<file path="src/rtl/m_cp0_pkg.sv">
// m_cp0_pkg: CP0 register numbers, exception codes and default constants shared by the CP0 slice.
package m_cp0_pkg;
    localparam logic [4:0] CP0_COUNT   = 5'd9;
    localparam logic [4:0] CP0_COMPARE = 5'd11;
    localparam logic [4:0] CP0_SR      = 5'd12;
    localparam logic [4:0] CP0_CAUSE   = 5'd13;
    localparam logic [4:0] CP0_EPC     = 5'd14;
    localparam logic [4:0] CP0_PRID    = 5'd15;
    typedef enum logic [4:0] {
        EXC_INT     = 5'd0,
        EXC_ADEL    = 5'd4,
        EXC_ADES    = 5'd5,
        EXC_SYSCALL = 5'd8,
        EXC_RI      = 5'd10,
        EXC_OV      = 5'd12
    } exc_code_e;
    localparam logic [31:0] PRID_DEFAULT    = 32'h2023_0321;
    localparam logic [31:0] HANDLER_DEFAULT = 32'h0000_4180;
    // A delay-slot victim restarts at its branch, one word earlier.
    function automatic logic [31:0] f_epc(input logic [31:0] vpc, input logic bd);
        return (vpc & 32'hFFFF_FFFC) - (bd ? 32'd4 : 32'd0);
    endfunction
endpackage

</file>
<file path="src/rtl/m_cp0_if.sv">
// m_cp0_if: M-stage pipeline <-> CP0 signal bundle; master is the pipeline, slave is CP0.
interface m_cp0_if;
    logic        i_en;
    logic [4:0]  i_cp0_add;
    logic [31:0] i_cp0_in;
    logic [31:0] i_vpc;
    logic        i_bd_in;
    logic [4:0]  i_exc_code_in;
    logic [5:0]  i_hw_int;
    logic        i_exl_clr;
    logic [31:0] o_cp0_out;
    logic [31:0] o_epc_out;
    logic [31:0] o_handler_pc;
    logic        o_req;
    modport master (
        output i_en, i_cp0_add, i_cp0_in, i_vpc, i_bd_in, i_exc_code_in, i_hw_int, i_exl_clr,
        input  o_cp0_out, o_epc_out, o_handler_pc, o_req
    );
    modport slave (
        input  i_en, i_cp0_add, i_cp0_in, i_vpc, i_bd_in, i_exc_code_in, i_hw_int, i_exl_clr,
        output o_cp0_out, o_epc_out, o_handler_pc, o_req
    );
endinterface

</file>
<file path="src/rtl/m_cp0_timer.sv">
// m_cp0_timer: free-running Count, writable Compare and the sticky TimerPend flag.
module m_cp0_timer (
    input  logic        i_clk,
    input  logic        i_reset,
    input  logic        i_we_count,
    input  logic        i_we_compare,
    input  logic [31:0] i_wdata,
    output logic [31:0] o_count,
    output logic [31:0] o_compare,
    output logic        o_pend
);
    logic [31:0] r_count, r_compare;
    logic        r_pend, r_moved;
    // r_moved masks the trivial 0==0 match that exists straight out of reset.
    always_ff @(posedge i_clk or posedge i_reset) begin
        if (i_reset) begin
            r_count   <= 32'd0;
            r_compare <= 32'd0;
            r_pend    <= 1'b0;
            r_moved   <= 1'b0;
        end else begin
            r_count   <= i_we_count ? i_wdata : r_count + 32'd1;
            r_compare <= i_we_compare ? i_wdata : r_compare;
            r_pend    <= ~i_we_compare & (r_pend | (r_moved & (r_count == r_compare)));
            r_moved   <= 1'b1;
        end
    end
    assign o_count   = r_count;
    assign o_compare = r_compare;
    assign o_pend    = r_pend;
endmodule

</file>
<file path="src/rtl/m_cp0.sv">
// m_cp0: M-stage coprocessor 0 (SR, Cause, EPC, PRId) producing the single flush/redirect request.
// Optional timer (Count/Compare on HWInt[5]) is built when CP0_TIMER_EN is defined.
module m_cp0
    import m_cp0_pkg::*;
#(
    parameter logic [31:0] PRID_VALUE = PRID_DEFAULT,
    parameter logic [31:0] HANDLER_PC = HANDLER_DEFAULT
) (
    input logic    i_clk,
    input logic    i_reset,
    m_cp0_if.slave bus
);
    logic [5:0]  r_im, r_ip;
    logic        r_exl, r_ie, r_bd;
    logic [4:0]  r_exc_code;
    logic [31:0] r_epc;
    logic [31:0] w_sr, w_cause, w_count, w_compare;
    logic [5:0]  w_hw_int;
    logic        w_int_req, w_req, w_wr, w_tpend;
    assign w_sr      = {16'd0, r_im, 8'd0, r_exl, r_ie};
    assign w_cause   = {r_bd, 15'd0, r_ip, 3'd0, r_exc_code, 2'd0};
    assign w_int_req = (|(r_ip & r_im)) & r_ie & ~r_exl;
    assign w_req     = ~i_reset & (w_int_req | ((bus.i_exc_code_in != EXC_INT) & ~r_exl));
    assign w_wr      = bus.i_en & ~w_req;
    assign w_hw_int  = bus.i_hw_int | {w_tpend, 5'd0};
`ifdef CP0_TIMER_EN
    m_cp0_timer u_timer (
        .i_clk        (i_clk),
        .i_reset      (i_reset),
        .i_we_count   (w_wr && bus.i_cp0_add == CP0_COUNT),
        .i_we_compare (w_wr && bus.i_cp0_add == CP0_COMPARE),
        .i_wdata      (bus.i_cp0_in),
        .o_count      (w_count),
        .o_compare    (w_compare),
        .o_pend       (w_tpend)
    );
`else
    assign w_count   = 32'd0;
    assign w_compare = 32'd0;
    assign w_tpend   = 1'b0;
`endif
    // IP samples unconditionally; a taken request outranks both mtc0 and eret.
    always_ff @(posedge i_clk or posedge i_reset) begin
        if (i_reset) begin
            r_im       <= 6'd0;
            r_ip       <= 6'd0;
            r_exl      <= 1'b0;
            r_ie       <= 1'b0;
            r_bd       <= 1'b0;
            r_exc_code <= 5'd0;
            r_epc      <= 32'd0;
        end else begin
            r_ip <= w_hw_int;
            if (w_req) begin
                r_exl      <= 1'b1;
                r_bd       <= bus.i_bd_in;
                r_exc_code <= w_int_req ? EXC_INT : bus.i_exc_code_in;
                r_epc      <= f_epc(bus.i_vpc, bus.i_bd_in);
            end else begin
                if (w_wr && bus.i_cp0_add == CP0_SR) begin
                    r_im  <= bus.i_cp0_in[15:10];
                    r_exl <= bus.i_cp0_in[1];
                    r_ie  <= bus.i_cp0_in[0];
                end
                if (w_wr && bus.i_cp0_add == CP0_EPC) r_epc <= bus.i_cp0_in;
                if (bus.i_exl_clr) r_exl <= 1'b0;
            end
        end
    end
    always_comb begin
        bus.o_cp0_out = bus.i_cp0_add == CP0_SR      ? w_sr      :
                        bus.i_cp0_add == CP0_CAUSE   ? w_cause   :
                        bus.i_cp0_add == CP0_EPC     ? r_epc     :
                        bus.i_cp0_add == CP0_PRID    ? PRID_VALUE :
                        bus.i_cp0_add == CP0_COUNT   ? w_count   :
                        bus.i_cp0_add == CP0_COMPARE ? w_compare : 32'd0;
    end
    assign bus.o_epc_out    = r_epc;
    assign bus.o_handler_pc = HANDLER_PC;
    assign bus.o_req        = w_req;
endmodule
</file>
<file path="src/flat_wrapper.sv">
// flat-port wrapper written by rule: the top's interface ports become plain ports
module m_cp0_flat import m_cp0_pkg::*;
#(
    parameter logic [31:0] PRID_VALUE = PRID_DEFAULT,
    parameter logic [31:0] HANDLER_PC = HANDLER_DEFAULT
)
  (i_clk, i_reset, bus_i_en, bus_i_cp0_add, bus_i_cp0_in, bus_i_vpc, bus_i_bd_in, bus_i_exc_code_in, bus_i_hw_int, bus_i_exl_clr, bus_o_cp0_out, bus_o_epc_out, bus_o_handler_pc, bus_o_req);
  m_cp0_if bus_i ();
  input logic i_clk;
  input logic i_reset;
  input wire logic [$bits(bus_i.i_en)-1:0] bus_i_en;
  input wire logic [$bits(bus_i.i_cp0_add)-1:0] bus_i_cp0_add;
  input wire logic [$bits(bus_i.i_cp0_in)-1:0] bus_i_cp0_in;
  input wire logic [$bits(bus_i.i_vpc)-1:0] bus_i_vpc;
  input wire logic [$bits(bus_i.i_bd_in)-1:0] bus_i_bd_in;
  input wire logic [$bits(bus_i.i_exc_code_in)-1:0] bus_i_exc_code_in;
  input wire logic [$bits(bus_i.i_hw_int)-1:0] bus_i_hw_int;
  input wire logic [$bits(bus_i.i_exl_clr)-1:0] bus_i_exl_clr;
  output wire logic [$bits(bus_i.o_cp0_out)-1:0] bus_o_cp0_out;
  output wire logic [$bits(bus_i.o_epc_out)-1:0] bus_o_epc_out;
  output wire logic [$bits(bus_i.o_handler_pc)-1:0] bus_o_handler_pc;
  output wire logic [$bits(bus_i.o_req)-1:0] bus_o_req;
  assign bus_i.i_en = bus_i_en;
  assign bus_i.i_cp0_add = bus_i_cp0_add;
  assign bus_i.i_cp0_in = bus_i_cp0_in;
  assign bus_i.i_vpc = bus_i_vpc;
  assign bus_i.i_bd_in = bus_i_bd_in;
  assign bus_i.i_exc_code_in = bus_i_exc_code_in;
  assign bus_i.i_hw_int = bus_i_hw_int;
  assign bus_i.i_exl_clr = bus_i_exl_clr;
  assign bus_o_cp0_out = bus_i.o_cp0_out;
  assign bus_o_epc_out = bus_i.o_epc_out;
  assign bus_o_handler_pc = bus_i.o_handler_pc;
  assign bus_o_req = bus_i.o_req;
  m_cp0 #(.PRID_VALUE(PRID_VALUE), .HANDLER_PC(HANDLER_PC)) u_core (.i_clk(i_clk), .i_reset(i_reset), .bus(bus_i));
endmodule
</file>
<file path="config.mk">
export PLATFORM = sky130hd
export DESIGN_NAME = m_cp0_flat
export DESIGN_NICKNAME = d
export VERILOG_FILES = /design/src/rtl/m_cp0_pkg.sv /design/src/rtl/m_cp0_if.sv /design/src/rtl/m_cp0_timer.sv /design/src/rtl/m_cp0.sv /design/src/flat_wrapper.sv
export SDC_FILE = /design/constraint.sdc
export NUM_CORES = 1
export LEC_CHECK = 0
export CORE_ASPECT_RATIO = 0.6
export CORE_MARGIN = 8
export CORE_UTILIZATION = 43
export DETAILED_ROUTE_END_ITERATION = 12
export GPL_ROUTABILITY_DRIVEN = 0
export PLACE_DENSITY_LB_ADDON = 0.2
export SYNTH_ARGS = -nofsm -noshare
export SYNTH_HDL_FRONTEND = slang
export SYNTH_SLANG_ARGS = --single-unit
</file>
<file path="constraint.sdc">
create_clock -name i_clk -period 3.65 [get_ports i_clk]
set_input_delay 0.73 -clock i_clk [delete_from_list [all_inputs] [get_ports i_clk]]
set_output_delay 0.73 -clock i_clk [all_outputs]
set_load 0.01 [all_outputs]
</file>
==> results of run 1 <==
[per-stage QoR]
stage | power, W | area [sq um]
global route | 0.00204 | 5140
CTS | 0.00194 | 5140
floorplan | 0.00110 | 3610
finish | 0.00192 | 5140
detailed placement | 0.00145 | 5000
global placement | 0.00143 | 5000
[layout by cell type, fill, tap and decap left out, types with 14 or more instances in the layout]
cell,synthesis,final
a21oi_1,32,32
nand2_1,14,14
o21ai_0,14,14
clkdlybuf4s50_1,0,147
a211oi_1,24,24
conb_1,2,32
mux2i_1,16,16
nor2b_1,26,26
xor2_1,14,14
nor2_1,45,45
dfrtp_1,52,52
[synth_stat cells (2+ instances only)]
| master | instances | area (sq um) |
|---|---|---|
| dfrtp_1 | 52 | 1300 |
| nor2_1 | 45 | 169 |
| a21oi_1 | 32 | 160 |
| buf_4 | 32 | 240 |
| nor2b_1 | 26 | 163 |
| a211oi_1 | 24 | 180 |
| clkbuf_1 | 16 | 60.1 |
| mux2i_1 | 16 | 160 |
| nand2_1 | 14 | 52.6 |
| o21ai_0 | 14 | 70.1 |
| xor2_1 | 14 | 123 |
| and2_1 | 13 | 81.3 |
| xnor2_1 | 13 | 114 |
| inv_1 | 10 | 37.5 |
| nor3_1 | 10 | 50.1 |
| nand4_1 | 9 | 56.3 |
| mux2_2 | 8 | 90.1 |
| nand3_1 | 7 | 35.0 |
| nor4_1 | 6 | 37.5 |
| a22oi_1 | 5 | 37.5 |
| buf_2 | 5 | 25.0 |
| a22o_1 | 3 | 26.3 |
| nor3b_1 | 3 | 22.5 |
| conb_1 | 2 | 7.51 |
| ha_1 | 2 | 25.0 |
| nand3b_1 | 2 | 15.0 |
| or4_1 | 2 | 15.0 |
[report_power, final]
| group | total, W | internal, W | switching, W |
|---|---|---|---|
| Combinational | 0.000663 | 0.000370 | 0.000293 |
| Sequential | 0.000777 | 0.000690 | 0.0000876 |
| Clock | 0.000479 | 0.000271 | 0.000208 |
[per-layer routing]
layer / global-route usage [%] / up-vias / part of all wire, %
li1: - / 1621 / -
met1: 27.0 / 1589 / 47
met2: 30.6 / 142 / 42
met3: 7.99 / 9 / 9.6
met4: 3.18 / 0 / 0.53
met5: 0 / - / 0
[worst register-to-register path, stage by stage (launching register included)]
cell      delay (ps)
dfrtp_1          370
a22o_1           180
o31ai_1           70
buf_4            160
a21boi_4         200
buf_4            600
mux2_2           420
[flip-flops by register name, summed over array words and instances (netlist names)]
name                  cells
u_core.r_ip               6
u_core.r_ie               1
u_core.r_bd               1
u_core.r_exc_code         5
u_core.r_im               6
u_core.bus.o_epc_out     32
u_core.r_exl              1
[cell families (layout without fill, tap and decap cells)]
logic type      Yosys count  count (layout)
simple gates            148             148
mux                      24              24
compound gates           82              82
buf+inv                  64             178
fa+ha+maj                 2               2
xor+xnor                 27              27
other cells               2              32
flops                    52              52
[layout make-up]
| class | count | area, sq um | area share [%] |
|---|---|---|---|
| sequential | 52 | 1300 | 25.3 |
| tap | 108 | 135 | 2.63 |
| inverter | 10 | 37.5 | 0.730 |
| timing repair buffer | 160 | 1570 | 30.5 |
| clock buffer | 6 | 139 | 2.70 |
| multi-input combinational | 315 | 1950 | 38.0 |
| clock inverter | 2 | 10.0 | 0.195 |
[path summary, 6_finish.rpt]
| kind | start | to | slack, ps | cells after the start |
|---|---|---|---|---|
| worst max-delay path | bus_i_cp0_add[1] | bus_o_cp0_out[6] | 270 | 5 |
| worst min-delay path | u_core.r_exc_code[0] | u_core.r_exc_code[0] | 510 | 1 |
| worst max register to register | u_core.r_im[3] | u_core.r_bd | 1530 | 6 |
| worst min register to register | u_core.r_exc_code[0] | u_core.r_exc_code[0] | 510 | 1 |
| max in group asynchronous | i_reset | u_core.bus.o_epc_out[0] | 2200 | 3 |
| min in group asynchronous | i_reset | u_core.r_exl | 960 | 3 |
==> run_results.csv, run 1 <==
group,metric,value,unit
final_layout,fill_cells,698,
synthesis,synth.ff_latch_count,52,
critical_path,arrival,2650,ps
detailed_routing,first_pass_iters,5,
detailed_routing,route.detailed.drc,0,
synthesis,synth-compound-area-share,14.5,%
global_routing,grt_max_degree,73,
sta,fmax,296,MHz
floorplanning,die_area,11400,sq um
final_layout,drive_gt1_share,6.97,%
sta,finalHoldViolations,0,
clock_network,clock_latency,290,ps
power,cellLeakagePower,2.01,nW
synthesis,ys_warn_count,0,
floorplanning,die_h,85.8,um
critical_path,crit_chain,"clkdlybuf4s50_1 -> nor2b_1 -> a22oi_1 -> nor2_1 -> clkdlybuf4s50_1",
sta,setup_viol,0,
critical_path,slowest_stage,"clkdlybuf4s50_1",
synthesis,yosys.area_share.simple,23.0,%
sta,fin_crit,3380,ps
final_layout,area_delta_synth_final,47.2,%
placed_design,placed_cells,645,
floorplanning,die_w,132,um
clock_network,cts_buffer_depth,2,
critical_path,critPathBufInv,2,
critical_path,cp.required,2920,ps
detailed_routing,drtIter0Drc,256,
clock_network,ctsHoldBuffers,0,
global_routing,grt_overflow,0,
run,drv_cap,0,
floorplanning,row_count,25,
synthesis,synth_cells,401,
detailed_routing,wire_per_inst,18.0,um
final_layout,stdcell_count,653,
final_layout,final_nets,631,
critical_path,worstSetupStartpointType,"input pin",
synthesis,synth-async-reset-ratio,100,%
clock_network,htreeDepth,2,
critical_path,cp_slowest_stage_delay,640,ps
clock_network,clock_sinks,52,
placed_design,port_buffers,147,
sta,worst-slew-pin-transition,928,ps
status,run_status,"completed",
synthesis,synth_area,3500,sq um
sta,slew_violations,0,
global_routing,grt_util_all_layers,20.2,%
synthesis,syn_area_per_cell,8.72,sq um
synthesis,synth_top_family_by_area,"simple AND/OR/NAND/NOR gates",
detailed_routing,drt-total-wl,11700,um
clock_network,path_clk_slew,70,ps
floorplanning,io_pins,182,
sta,finalClockSkew,4.92,ps
power,ir_worst_vdd,0.223,mV
floorplanning,coreArea,7880,sq um
clock_network,cts_resized,0,
synthesis,synth_ff_type,"dfrtp_1",
sta,setup_slack,269,ps
power,p_per_area,373,nW/um^2
floorplanning,initial_utilization,44.3,%
detailed_routing,vias_per_cell,5.15,
critical_path,cp_max_fo,7,
synthesis,ys_seq_area_share,37.2,%
sta,holdWs,509,ps
global_routing,grt_pass1_vias,3470,
placed_design,dp_hpwl,9120,um
clock_network,cts_root_buf,"clkbuf_16",
placed_design,pre_cts_ws,296,ps
clock_network,cts_tree,"built",
synthesis,synthXorXnorAreaFrac,6.76,%
synthesis,synth_adder_area_share,0.716,%
clock_network,post_cts_buffers,0,
final_layout,n_antenna_cell,0,
detailed_routing,num_vias,3361,
critical_path,crit_top_cell,"clkdlybuf4s50_1",
global_routing,antenna_found_initial,0,
detailed_routing,drt.antenna.violating_nets,0,
sta,relSlewSlack,38.1,%
sta,rsz0062_at_grt,"no",
final_layout,post-route-util,65.3,%
synthesis,synth_edf_count,0,
critical_path,critPathCaptureType,"primary output",
sta,setup_tns,0,ps
synthesis,synth_mux_area_share,7.16,%
critical_path,crit_family,"buffers and inverters",
global_routing,grt_pass1_wl,18600,um
sta,min_period_over_period,92.6,%
critical_path,path_class,"in -> out",
clock_network,cts_buffers,5,
worst_hold_path,hold_class,"reg -> reg",
synthesis,yosysUniqueCellTypes,43,
No activity file was read; power rests on OpenSTA's default activity.
==> run 2, diff against run 1 <==
--- a/config.mk
+++ b/config.mk
@@ -5,9 +5,10 @@
 export SDC_FILE = /design/constraint.sdc
 export NUM_CORES = 1
 export LEC_CHECK = 0
+export ABC_AREA = 1
 export CORE_ASPECT_RATIO = 0.6
 export CORE_MARGIN = 8
-export CORE_UTILIZATION = 43
+export CORE_UTILIZATION = 46
 export DETAILED_ROUTE_END_ITERATION = 12
 export GPL_ROUTABILITY_DRIVEN = 0
 export PLACE_DENSITY_LB_ADDON = 0.2
==> run 2 against run 1 <==
Die area increased by 7.2%. First-iteration DRC count increased by 63%. Worst hold slack improved by 17 ps. Critical path depth increased by 2. Clock skew increased by 0.54 ps. Cell count increased by 29%. Critical path type unchanged. Synthesized cell count increased by 49%. Highest routed layer unchanged. Clock power increased by 9.6%. Critical endpoint is now bus_o_cp0_out[31]. Sequential share of layout area decreased by 1.8 points. Total power increased by 7.3%.
==> run_results.csv, run 2 <==
group,metric,value,unit
synthesis,ys_seq_area_share,32.1,%
power,intPower,0.00138,W
detailed_routing,met1_length,6130,um
critical_path,cp_max_fo,12,
critical_path,critPathCaptureType,"primary output",
worst_hold_path,hold_class,"reg -> reg",
clock_network,cts_buffer_depth,2,
clock_network,cts_buffers,5,
detailed_routing,num_vias,4326,
sta,min_period_over_period,93.5,%
final_layout,final_nets,818,
final_layout,largest_reg_flops,32,
global_routing,grt_pass1_vias,4109,
clock_network,clock_sinks,52,
final_layout,design_area,5540,sq um
sta,fin_crit,3410,ps
synthesis,yosysUniqueCellTypes,36,
sta,setup_tns,0,ps
detailed_routing,wl_met3,1670,um
clock_network,clock_latency,290,ps
sta,worst-slew-pin-transition,1090,ps
critical_path,worstSetupStartpointType,"input pin",
final_layout,drive_gt1_share,6.28,%
detailed_routing,drt.antenna.violating_nets,0,
power,total_power,0.00206,W
power,switching_share,33.0,%
clock_network,cts_root_buf,"clkbuf_16",
synthesis,synth_cells,596,
clock_network,htreeDepth,2,
power,switchingPower,0.000680,W
sta,fmax,293,MHz
critical_path,r2r_slack,1280,ps
clock_network,ctsHoldBuffers,0,
clock_network,cts_tree,"built",
synthesis,synth.ff_latch_count,52,
detailed_routing,route.detailed.drc,0,
global_routing,grt_overflow,0,
detailed_routing,drtIter0Drc,417,
synthesis,ys_warn_count,0,
synthesis,synth_area,4060,sq um
power,p_clk_share,25.5,%
global_routing,antenna_found_initial,0,
sta,finalClockSkew,5.45,ps
detailed_routing,drt-total-wl,13800,um
detailed_routing,highest_layer,"met4",
synthesis,synthDominantCellAreaShare,32.1,%
synthesis,synth_most_common_cell,"nand2_1",
floorplanning,row_count,26,
sta,relSlewSlack,27.0,%
status,run_status,"completed",
clock_network,path_clk_slew,70,ps
sta,rsz0062_at_grt,"no",
detailed_routing,wl_met2,5920,um
synthesis,synthTopCellsByCount,"183 x nand2_1, 77 x nor2_1, 73 x nand3_1, 52 x dfrtp_1, 52 x inv_1",
power,p_per_area,372,nW/um^2
critical_path,arrival,2680,ps
sta,setup_viol,0,
synthesis,yosysTopAreaCell,"dfrtp_1",
final_layout,area_delta_synth_final,36.6,%
detailed_routing,wire_per_inst,16.3,um
placed_design,dp_hpwl,11100,um
placed_design,port_buffers,147,
synthesis,synth_edf_count,0,
sta,finalHoldViolations,0,
floorplanning,initial_utilization,47.6,%
final_layout,n_antenna_cell,0,
global_routing,grt_max_degree,53,
floorplanning,coreArea,8520,sq um
floorplanning,die_area,12200,sq um
global_routing,grt_util_all_layers,22.3,%
clock_network,post_cts_buffers,0,
power,ir_worst_vdd,0.225,mV
floorplanning,io_pins,182,
power,seqPwrFrac,39.1,%
power,comb_power_share,35.4,%
synthesis,synth-async-reset-ratio,100,%
detailed_routing,first_pass_iters,4,
power,cellLeakagePower,2.58,nW
floorplanning,die_w,137,um
synthesis,synth_ff_type,"dfrtp_1",
run,drv_cap,0,
global_routing,grt_pass1_wl,21300,um
clock_network,cts_resized,0,
critical_path,cp.required,2920,ps
synthesis,synthTopCellsByArea,"dfrtp_1 32%, nand2_1 17%, nand3_1 9.0%, nor2_1 7.1%, buf_4 6.7%",
detailed_routing,vias_per_cell,5.13,
final_layout,final_cell_mix,"183 x nand2_1, 147 x clkdlybuf4s50_1, 77 x nor2_1",
critical_path,path_class,"in -> out",
placed_design,dpl-instance-area,5380,sq um
floorplanning,die_h,88.8,um
final_layout,mostFrequentLayoutCell,"nand2_1",
synthesis,syn_area_per_cell,6.81,sq um
final_layout,fill_cells,772,
sta,slew_violations,0,
## run 2: power by group through the flow
stage | Sequential [W] | Combinational [W] | Clock, W
floorplan | 0.000824 | 0.000362 | 0
global placement | 0.000807 | 0.000715 | 0
detailed placement | 0.000811 | 0.000728 | 0
CTS | 0.000803 | 0.000733 | 0.000538
global route | 0.000820 | 0.000803 | 0.000566
finish | 0.000805 | 0.000730 | 0.000525
## run 2: layout make-up
class	instances	area [sq um]	area share (%)
Tap cell	112	140	2.53
Clock inverter	2	35.0	0.632
Multi-Input combinational cell	462	2200	39.7
Clock buffer	6	129	2.33
Timing Repair Buffer	154	1520	27.5
Sequential cell	52	1300	23.5
Inverter	56	210	3.79
## run 2: cells by family after synthesis
| family | Yosys count | share of synthesized area, % |
|---|---|---|
| xor gates and xnor gates | 19 | 4.10 |
| adders and majority gates | 2 | 0.617 |
| DFF | 52 | 32.1 |
| buffers and inverters | 112 | 16.4 |
| other | 2 | 0.185 |
| AOI/OAI and AO/OA | 44 | 7.34 |
| and+or+nand+nor | 365 | 39.3 |
## run 2: final timing paths
check,depth (start not counted),start,end
worst max-delay path,7,bus_i_cp0_add[1],bus_o_cp0_out[31]
worst min-delay path,2,u_core.r_im[3],u_core.r_im[3]
worst max register to register,11,u_core.r_im[0],u_core.bus.o_epc_out[8]
worst min register to register,2,u_core.r_im[3],u_core.r_im[3]
max in group asynchronous,2,i_reset,u_core.r_im[2]
min in group asynchronous,2,i_reset,u_core.r_exc_code[0]
## run 2: worst max-delay path, stage by stage
cell	delay (ps)
clkdlybuf4s50_1	540
inv_2	60
nor3_4	250
nand2_4	110
inv_2	240
a32o_1	200
clkdlybuf4s50_1	550
## run 2: layer usage
metal  track usage [%]  up-vias
li1                  -     2102
met2              33.2      213
met5                 0        -
met3              7.09        6
met1              31.1     2005
met4              3.73        0
## run 2: per-stage QoR
stage / setup WS, ps / util, % / hold slack, ps / cells
after floorplan: 1270 / - / 449 / 626
after global placement: 260 / 63.1 / 469 / 836
after detailed placement: 244 / 63.1 / 507 / 836
after CTS: 225 / 65.0 / 525 / 844
after global routing: 90.7 / 65.0 / 570 / 844
final: 236 / 65.0 / 526 / 844
==> run 3, diff against run 2 <==
--- a/config.mk
+++ b/config.mk
@@ -6,7 +6,6 @@
 export NUM_CORES = 1
 export LEC_CHECK = 0
 export ABC_AREA = 1
-export CORE_ASPECT_RATIO = 0.6
 export CORE_MARGIN = 8
 export CORE_UTILIZATION = 46
 export DETAILED_ROUTE_END_ITERATION = 12
==> run 3 against run 2 <==
Sequential cell count is the same. Critical path depth grew 1. Core utilization shrank 1.6 points. Register-to-register slack gained 60 ps. Count of clock-buffer cells in the layout is the same. Sequential power shrank 0.9%. Sequential share of layout area grew 0.28 points. Setup slack gained 60 ps. Critical endpoint is now bus_o_cp0_out[3].
==> run_results.csv, run 3 (synthesized netlist as in run 2, its figures left out) <==
group,metric,value,unit
status,run_status,"completed",
critical_path,rr_startpoint,"u_core.r_ip[4]",
sta,fin_crit,3350,ps
global_routing,grt_util_all_layers,21.0,%
detailed_routing,drtIter0Drc,257,
global_routing,grt_pass1_wl,20300,um
power,cellLeakagePower,2.55,nW
sta,relSlewSlack,27.8,%
global_routing,grt_pass1_vias,4077,
placed_design,dpl-instance-area,5380,sq um
global_routing,antenna_found_initial,0,
critical_path,path_class,"in -> out",
critical_path,r2r-end,"u_core.bus.o_epc_out[9]",
final_layout,mostFrequentLayoutCell,"nand2_1",
sta,slew_violations,0,
floorplanning,coreArea,8640,sq um
run,drv_cap,0,
sta,finalHoldViolations,0,
critical_path,cp_num_cells,8,
critical_path,cp_max_fo,12,
final_layout,final_nets,819,
floorplanning,die_area,12100,sq um
clock_network,cts_resized,0,
worst_hold_path,hold_class,"reg -> reg",
critical_path,ff2ff_path_depth,13,
placed_design,port_buffers,147,
global_routing,grt_max_degree,53,
sta,fmax,298,MHz
clock_network,htreeDepth,2,
detailed_routing,drt-total-wl,13000,um
clock_network,clock_sinks,52,
critical_path,critPathCaptureType,"primary output",
final_layout,n_antenna_cell,0,
final_layout,post-route-util,63.4,%
critical_path,crit_family,"buffers and inverters",
placed_design,dp_hpwl,10700,um
power,total_power,0.00187,W
critical_path,crit_chain,"clkdlybuf4s50_1 -> inv_2 -> nor3_4 -> nand2_4 -> inv_2 -> nand2_1 -> o21ai_0 -> clkdlybuf4s50_1",
final_layout,drive_gt1_share,6.55,%
final_layout,design_area,5480,sq um
floorplanning,row_count,34,
clock_network,cts_root_buf,"clkbuf_8",
floorplanning,die_h,110,um
final_layout,final_cell_mix,"183 x nand2_1, 147 x clkdlybuf4s50_1, 77 x nor2_1",
floorplanning,io_pins,182,
final_layout,area_delta_synth_final,35.0,%
detailed_routing,first_pass_iters,5,
sta,worst-slew-pin-transition,1080,ps
final_layout,fill_cells,812,
worst_hold_path,hold_depth,2,
sta,setup_tns,0,ps
sta,setup_viol,0,
clock_network,cts_buffer_depth,2,
critical_path,r2r_slack,1340,ps
clock_network,cts_buffers,5,
worst_hold_path,hold_end,"u_core.r_im[4]",
clock_network,cts_tree,"built",
critical_path,cp_slowest_stage_delay,570,ps
sta,rsz0062_at_grt,"no",
clock_network,post_cts_buffers,0,
global_routing,grt_overflow,0,
detailed_routing,vias_per_cell,5.09,
critical_path,cp.required,2920,ps
worst_hold_path,min_from,"u_core.r_im[4]",
floorplanning,die_w,110,um
clock_network,clock_latency,300,ps
clock_network,path_clk_slew,90,ps
detailed_routing,wire_per_inst,15.5,um
clock_network,ctsHoldBuffers,0,
detailed_routing,num_vias,4278,
floorplanning,initial_utilization,47.0,%
detailed_routing,drt.antenna.violating_nets,0,
critical_path,worstSetupStartpointType,"input pin",
critical_path,critPathBufInv,4,
sta,finalClockSkew,6.93,ps
final_layout,largest_reg_flops,32,
power,p_per_area,342,nW/um^2
critical_path,arrival,2620,ps
critical_path,slowest_stage,"clkdlybuf4s50_1",
detailed_routing,route.detailed.drc,0,
sta,min_period_over_period,91.9,%
power,ir_worst_vdd,0.160,mV
## run 3: cell types whose count changed in the layout (fill, tap and decap cells not counted)
| cell | previous run | this run |
|---|---|---|
| bufinv_16 | 1 | 0 |
| clkbuf_1 | 1 | 0 |
| inv_6 | 0 | 1 |
| clkbuf_16 | 5 | 0 |
| buf_4 | 7 | 8 |
| clkbuf_8 | 0 | 6 |
## run 3: area by class of cell
class                   count  area, sq um  share of cell area, %
flip-flops and latches     52         1300                   23.8
clock inverters             2         13.8                  0.251
clock buffers               6         82.6                   1.51
multi-input cells         462         2200                   40.2
inverters                  56          210                   3.84
well taps                 108          135                   2.47
repair buffers            155         1530                   28.0
## run 3: worst max-delay path by stage
stage | start | to | slack (ps)
4_1_cts | bus_i_cp0_add[1] | bus_o_cp0_out[3] | 270
2_1_floorplan | bus_i_cp0_add[3] | bus_o_cp0_out[2] | 1270
6_report | bus_i_cp0_add[1] | bus_o_cp0_out[3] | 300
5_1_grt | bus_i_cp0_add[1] | bus_o_cp0_out[3] | 220
3_3_place_gp | bus_i_cp0_add[1] | bus_o_cp0_out[4] | 330
3_5_place_dp | bus_i_cp0_add[1] | bus_o_cp0_out[3] | 270
## run 3: tightest hold or removal path, delay by kind of cell, from the launching register on
kind | cells | cell delay (ps)
and+or+nand+nor | 1 | 60
AOI/OAI and AO/OA | 1 | 60
DFF | 1 | 370
## run 3: power breakdown
group	internal [W]	leakage [nW]	total (W)	switching (W)
clock	0.000155	0.0516	0.000347	0.000192
combinational	0.000360	1.85	0.000725	0.000365
sequential	0.000696	0.646	0.000798	0.000102
## run 3: metrics by stage
stage	setup WS (ps)	std cells	hold WS [ps]
after floorplan	1270	626	449
after global placement	326	833	474
after detailed placement	272	833	502
after CTS	272	841	526
after global routing	222	841	555
final	296	841	523
## run 3: routing by layer
| metal | part of all wire, % | up-vias | routed length, um | global-route usage, % |
|---|---|---|---|---|
| met2 | 49 | 193 | 6420 | 35.4 |
| met4 | 1.6 | 0 | 204 | 5.50 |
| met3 | 7.8 | 16 | 1020 | 3.28 |
| met1 | 41 | 1971 | 5390 | 27.3 |
| met5 | 0 | - | 0 | 0 |
| li1 | - | 2098 | - | - |
